--- config.mk ---
export PLATFORM = sky130hd
export DESIGN_NAME = fetch_unit
export DESIGN_NICKNAME = d
export VERILOG_FILES = /design/src/rtl/fetch_unit_pkg.sv /design/src/rtl/fetch_perf.sv /design/src/rtl/fetch_unit.sv
export SDC_FILE = /design/constraint.sdc
export NUM_CORES = 1
export LEC_CHECK = 0
export CORE_ASPECT_RATIO = 1.5
export CORE_MARGIN = 5
export CORE_UTILIZATION = 40
export DETAILED_ROUTE_END_ITERATION = 10
export GPL_TIMING_DRIVEN = 0
export HOLD_SLACK_MARGIN = 0.02
export PLACE_DENSITY_LB_ADDON = 0.12
export RECOVER_POWER = 100
export SETUP_SLACK_MARGIN = 0.15
export SYNTH_ARGS = -nofsm -noshare
export SYNTH_HDL_FRONTEND = slang
export SYNTH_SLANG_ARGS = --single-unit
--- constraint.sdc ---
create_clock -name clk -period 2.45 [get_ports clk]
set_input_delay 0.6125 -clock clk [delete_from_list [all_inputs] [get_ports clk]]
set_output_delay 0.6125 -clock clk [all_outputs]
set_load 0.01 [all_outputs]
--- src/rtl/fetch_unit_pkg.sv ---
// Shared fetch-side constants: instruction memory window and NOP encoding,
// plus the PC legality helper used by the fetch front end.
package fetch_unit_pkg;

  localparam logic [31:0] mem_start = 32'h8002_0000;
  localparam logic [31:0] mem_depth = 32'h0001_0000;
  localparam logic [31:0] nop_instr = 32'h0000_0000;

  // A PC is fetchable when word aligned and inside [lo, hi).
  function automatic logic pc_legal(input logic [31:0] pc,
                                    input logic [31:0] lo,
                                    input logic [31:0] hi);
    return (pc[1:0] == 2'b00) && (pc >= lo) && (pc < hi);
  endfunction

endpackage

--- src/rtl/fetch_perf.sv ---
// Delivered-instruction and delivered-bubble counters for the fetch unit.
// Both counters are 32-bit and wrap silently.
module fetch_perf (
  input  logic        clk,
  input  logic        reset,
  input  logic        fetched_inc,
  input  logic        bubble_inc,
  output logic [31:0] perf_fetched,
  output logic [31:0] perf_bubbles
);

  logic [31:0] fetched_q, fetched_d;
  logic [31:0] bubbles_q, bubbles_d;

  // Next-count computation; each counter steps by one on its event.
  always_comb begin
    fetched_d = fetched_q;
    bubbles_d = bubbles_q;
    if (fetched_inc) begin
      fetched_d = fetched_q + 32'd1;
    end else begin
      fetched_d = fetched_q;
    end
    if (bubble_inc) begin
      bubbles_d = bubbles_q + 32'd1;
    end else begin
      bubbles_d = bubbles_q;
    end
  end

  // Counter registers with synchronous reset.
  always_ff @(posedge clk) begin
    if (reset) begin
      fetched_q <= 32'd0;
      bubbles_q <= 32'd0;
    end else begin
      fetched_q <= fetched_d;
      bubbles_q <= bubbles_d;
    end
  end

  assign perf_fetched = fetched_q;
  assign perf_bubbles = bubbles_q;

endmodule

--- src/rtl/fetch_unit.sv ---
// Instruction fetch front end: owns the PC, issues one word address per
// cycle to a synchronous-read imem, pairs returned words with their PC and
// handles decode stalls, branch redirects and sticky fetch faults.
// Optional macro FETCH_PERF_EN adds delivered-instruction/bubble counters.
module fetch_unit
  import fetch_unit_pkg::*;
#(
  parameter logic [31:0] pc_init = mem_start,
  parameter logic [31:0] mem_lo  = mem_start,
  parameter logic [31:0] mem_hi  = mem_start + mem_depth
) (
  input  logic        clk,
  input  logic        reset,
  input  logic        stall,
  input  logic        redirect_en,
  input  logic [31:0] redirect_pc,
  output logic [31:0] imem_addr,
  input  logic [31:0] imem_dout,
  output logic        if_valid,
  output logic [31:0] if_instr,
  output logic [31:0] if_pc,
  output logic        fetch_fault,
  output logic [31:0] perf_fetched,
  output logic [31:0] perf_bubbles
);

  logic [31:0] pc_q, pc_d;
  logic        req_valid_q, req_valid_d;
  logic [31:0] req_pc_q, req_pc_d;
  logic        if_valid_q, if_valid_d;
  logic [31:0] if_instr_q, if_instr_d;
  logic [31:0] if_pc_q, if_pc_d;
  logic        fault_q, fault_d;

  // While stalled the memory re-reads the outstanding request so its word
  // is still on imem_dout when decode releases; a redirect overrides that.
  assign imem_addr = (stall && !redirect_en) ? req_pc_q : pc_q;

  // Next-state logic: redirect beats stall, stall beats fault, fault beats issue.
  always_comb begin
    pc_d        = pc_q;
    req_valid_d = req_valid_q;
    req_pc_d    = req_pc_q;
    if_valid_d  = if_valid_q;
    if_instr_d  = if_instr_q;
    if_pc_d     = if_pc_q;
    fault_d     = fault_q;
    if (redirect_en) begin
      // The wrong-path word arriving now is dropped with the request.
      pc_d        = redirect_pc;
      req_valid_d = 1'b0;
      if_valid_d  = 1'b0;
      fault_d     = 1'b0;
    end else if (stall) begin
      // Everything holds; the memory replays req_pc.
      pc_d = pc_q;
    end else begin
      if_valid_d = req_valid_q;
      if_instr_d = imem_dout;
      if_pc_d    = req_pc_q;
      if (!fault_q && pc_legal(pc_q, mem_lo, mem_hi)) begin
        req_valid_d = 1'b1;
        req_pc_d    = pc_q;
        pc_d        = pc_q + 32'd4;
      end else begin
        req_valid_d = 1'b0;
        fault_d     = 1'b1;
      end
    end
  end

  // State registers with synchronous active-high reset.
  always_ff @(posedge clk) begin
    if (reset) begin
      pc_q        <= pc_init;
      req_valid_q <= 1'b0;
      req_pc_q    <= 32'd0;
      if_valid_q  <= 1'b0;
      if_instr_q  <= nop_instr;
      if_pc_q     <= 32'd0;
      fault_q     <= 1'b0;
    end else begin
      pc_q        <= pc_d;
      req_valid_q <= req_valid_d;
      req_pc_q    <= req_pc_d;
      if_valid_q  <= if_valid_d;
      if_instr_q  <= if_instr_d;
      if_pc_q     <= if_pc_d;
      fault_q     <= fault_d;
    end
  end

  assign if_valid    = if_valid_q;
  assign if_instr    = if_instr_q;
  assign if_pc       = if_pc_q;
  assign fetch_fault = fault_q;

`ifdef FETCH_PERF_EN
  logic fetched_inc_s;
  logic bubble_inc_s;

  // Count events: a deliver edge moves req_valid into if_valid, a redirect
  // edge always writes a bubble; stalled edges count nothing.
  always_comb begin
    fetched_inc_s = 1'b0;
    bubble_inc_s  = 1'b0;
    if (redirect_en) begin
      bubble_inc_s = 1'b1;
    end else if (!stall) begin
      fetched_inc_s = req_valid_q;
      bubble_inc_s  = !req_valid_q;
    end else begin
      fetched_inc_s = 1'b0;
      bubble_inc_s  = 1'b0;
    end
  end

  fetch_perf u_perf (
    .clk          (clk),
    .reset        (reset),
    .fetched_inc  (fetched_inc_s),
    .bubble_inc   (bubble_inc_s),
    .perf_fetched (perf_fetched),
    .perf_bubbles (perf_bubbles)
  );
`else
  assign perf_fetched = 32'd0;
  assign perf_bubbles = 32'd0;
`endif

endmodule

==> flow_metrics.tcl <==
set metrics [dict create \
    wl_um 18300 \
    synth_fa_ha_area_frac 0.00418 \
    hold_class "reg -> reg" \
    grt_util_all_layers 0.208 \
    min_period_ns 2.36 \
    vias 5547 \
    slew_violations 0 \
    grt_pass1_wl_um 28800 \
    rsz0062_at_grt "yes" \
    yosysWarnings 0 \
    synth_edf_count 0 \
    cts_hold_buf 0 \
    syn_avg_cell_area_um2 8.59 \
    syn_to_final_growth_pct 47.6 \
    antenna_found_initial 0 \
    fin_util 0.603 \
    ys_types 49 \
    drt-initial-drc-count 215 \
    final_nets 1021 \
    crit_path_cell_trace "clkbuf_16 > clkinv_8 > nand2_8 > clkbuf_1 > clkbuf_16 > mux2_2 > clkbuf_1" \
    cap_violations 0 \
    wire_per_inst_um 15.7 \
    finalSetupTns_ns 0 \
    synthMuxAreaShare 0.0886 \
    final_layout_size_suffix_gt1_frac 0.174 \
    worstMarginPinSlew_ns 0.942 \
    synthCells 697 \
    max_freq_mhz 423 \
    multi_input_area_mm2 0.00291 \
    hpwlAfterDp_um 13400 \
    yosys_most_used_dff "dfxtp_1" \
    initial_core_util 0.408 \
    core_area_mm2 0.0147 \
    vias_per_cell 4.78 \
    yosys.area_share.xor_xnor 0 \
    slowest_delay_ns 0.32 \
    io_buffers 163 \
    start_kind "input port" \
    placementRows 54 \
    cts_sinks 131 \
    min_period_over_period 0.965 \
    worstPathRequired_ns 1.84 \
    cp.arrival_ns 1.75 \
    setup_ws_ns 0.0862 \
    skew_ns 0.00661 \
    critPathMaxFanout 9 \
    crit_path_top_delay_cell "mux2_2" \
    synth_top_family_by_area "simple AND/OR/NAND/NOR gates" \
    clk_pin_slew_worst_paths_ns 0.06 \
    die_w_um 110 \
    hold_viol_final 0 \
    cpLargestDelayFamily "buffers and inverters" \
    ir_drop_v 0.000461 \
    clk_latency_ns 0.42 \
    setup_violations 0 \
    drtPass1Iterations 4 \
    grt_pass1_vias 5472 \
    place_congestion 0.863 \
    relSlewSlack 0.370 \
    tritoncts "built" \
    status "complete, no violations" \
    placed_area_mm2 0.00811 \
    diodes 0 \
    ios 230 \
    clockBufferDepth 2 \
    regArea_mm2 0.00262 \
    powerDensity_mw_per_mm2 654 \
    synth-compound-area-share 0.138 \
    crit_path_end_kind "primary output" \
    fill_cells 1320 \
    drc_errors 0 \
    synth_seq_cells 131 \
    synth_simple_gate_area_frac 0.212 \
    numCtsBuffers 17 \
    drtAntennaViolNets 0 \
    power_leakage_nw 3.80 \
    die-area_mm2 0.0176 \
    ys_async_sr_fraction 0 \
    htreeDepth 4 \
    grt_max_degree 17 \
    grt-ovfl-total 0 \
    netlist_area_mm2 0.00599 \
    place_ws_ns -0.589 \
    yosysSeqAreaShare 0.438 \
    dieHeight_um 160 \
    final_cell_area_mm2 0.00884 \
    holdWs_ns 0.448 \
    ctsRootBufferMaster "clkbuf_16" \
    path_buf_inv 5 \
    critPathKind "in -> out" \
]
registers in the layout, summed over array words and instances (netlist names):
register / count
if_instr: 32
if_pc: 32
pc_q: 32
req_pc_q: 32
fetch_fault: 1
if_valid: 1
req_valid_q: 1
cell usage after synthesis (4+ instances only):
| master | count | area, um2 |
|---|---|---|
| a211o_1 | 4 | 35.0 |
| a211oi_1 | 4 | 30.0 |
| a21oi_1 | 83 | 415 |
| a311oi_1 | 4 | 35.0 |
| a32oi_1 | 5 | 43.8 |
| and2_1 | 18 | 113 |
| and4_1 | 8 | 70.1 |
| buf_1 | 5 | 18.8 |
| buf_4 | 66 | 495 |
| clkbuf_1 | 34 | 128 |
| dfxtp_1 | 131 | 2620 |
| inv_1 | 9 | 33.8 |
| mux2_2 | 32 | 360 |
| mux2i_1 | 17 | 170 |
| nand2_1 | 138 | 518 |
| nand3_1 | 8 | 40.0 |
| nand4_1 | 22 | 138 |
| nor2_1 | 36 | 135 |
| nor2b_1 | 5 | 31.3 |
| nor3_1 | 6 | 30.0 |
| nor4_1 | 4 | 25.0 |
| o211ai_1 | 4 | 30.0 |
| o31ai_1 | 16 | 120 |
final timing paths:
path | startpoint | endpoint | slack (ns) | depth (start not counted)
max | redirect_en | imem_addr[17] | 0.09 | 7
min | if_instr[14] | if_instr[14] | 0.45 | 2
max reg2reg | pc_q[19] | req_pc_q[18] | 0.20 | 6
min reg2reg | if_instr[14] | if_instr[14] | 0.45 | 2
metrics by stage:
step | instances | power [mW]
after floorplan | 760 | 2.75
after global placement | 1119 | 3.09
after detailed placement | 1119 | 3.09
after CTS | 1152 | 5.83
after global routing | 1160 | 6.01
final | 1160 | 5.78
area by class of cell:
class                   count  area share
plain buffers             109      0.0827
clock buffers              20      0.0517
clock inverters            12      0.0202
inverters                  10     0.00566
multi-input cells         510       0.329
flip-flops and latches    131       0.297
well taps                 196      0.0278
repair buffers            172       0.186
placed cells by master, fill, tap and decap left out, types with 16 or more instances in the layout:
| cell type | n |
|---|---|
| a21oi_1 | 83 |
| buf_4 | 70 |
| clkbuf_1 | 40 |
| clkbuf_16 | 19 |
| clkdlybuf4s50_1 | 64 |
| conb_1 | 64 |
| dfxtp_1 | 131 |
| dlygate4sd3_1 | 67 |
| mux2_2 | 31 |
| mux2i_1 | 17 |
| nand2_1 | 137 |
| nand4_1 | 22 |
| nor2_1 | 35 |
| o31ai_1 | 16 |
repair_timing:
item,CTS,global route
cloned,1,1
setup buffers,0,7
resized for setup,60,34
endpoints found under the setup margin,128,102
pin swaps,0,4
power breakdown:
group	leakage, nW	switching [mW]	internal (mW)
Clock	0.314	0.971	1.76
Combinational	2.42	0.418	0.379
Sequential	1.07	0.0600	2.19
metal layers:
| layer | track usage | wire, um | vias up |
|---|---|---|---|
| met5 | 0 | 0 | - |
| met4 | 0.0754 | 495 | 0 |
| met3 | 0.0666 | 1400 | 34 |
| met2 | 0.358 | 9290 | 212 |
| met1 | 0.235 | 7070 | 2495 |
| li1 | - | - | 2806 |
worst min-delay path: cells and delay by family (launching register included):
family	cells	cell delay, ns
flip-flops	1	0.30
AO/OA/AOI/OAI	1	0.05
AND/OR/NAND/NOR	1	0.05
cell families after synthesis:
logic type	Yosys count
buf+inv	119
compound gates	132
other cells	1
simple gates	263
fa+ha+maj	2
flops	131
mux	49
No activity file was read; power rests on OpenSTA's default activity.
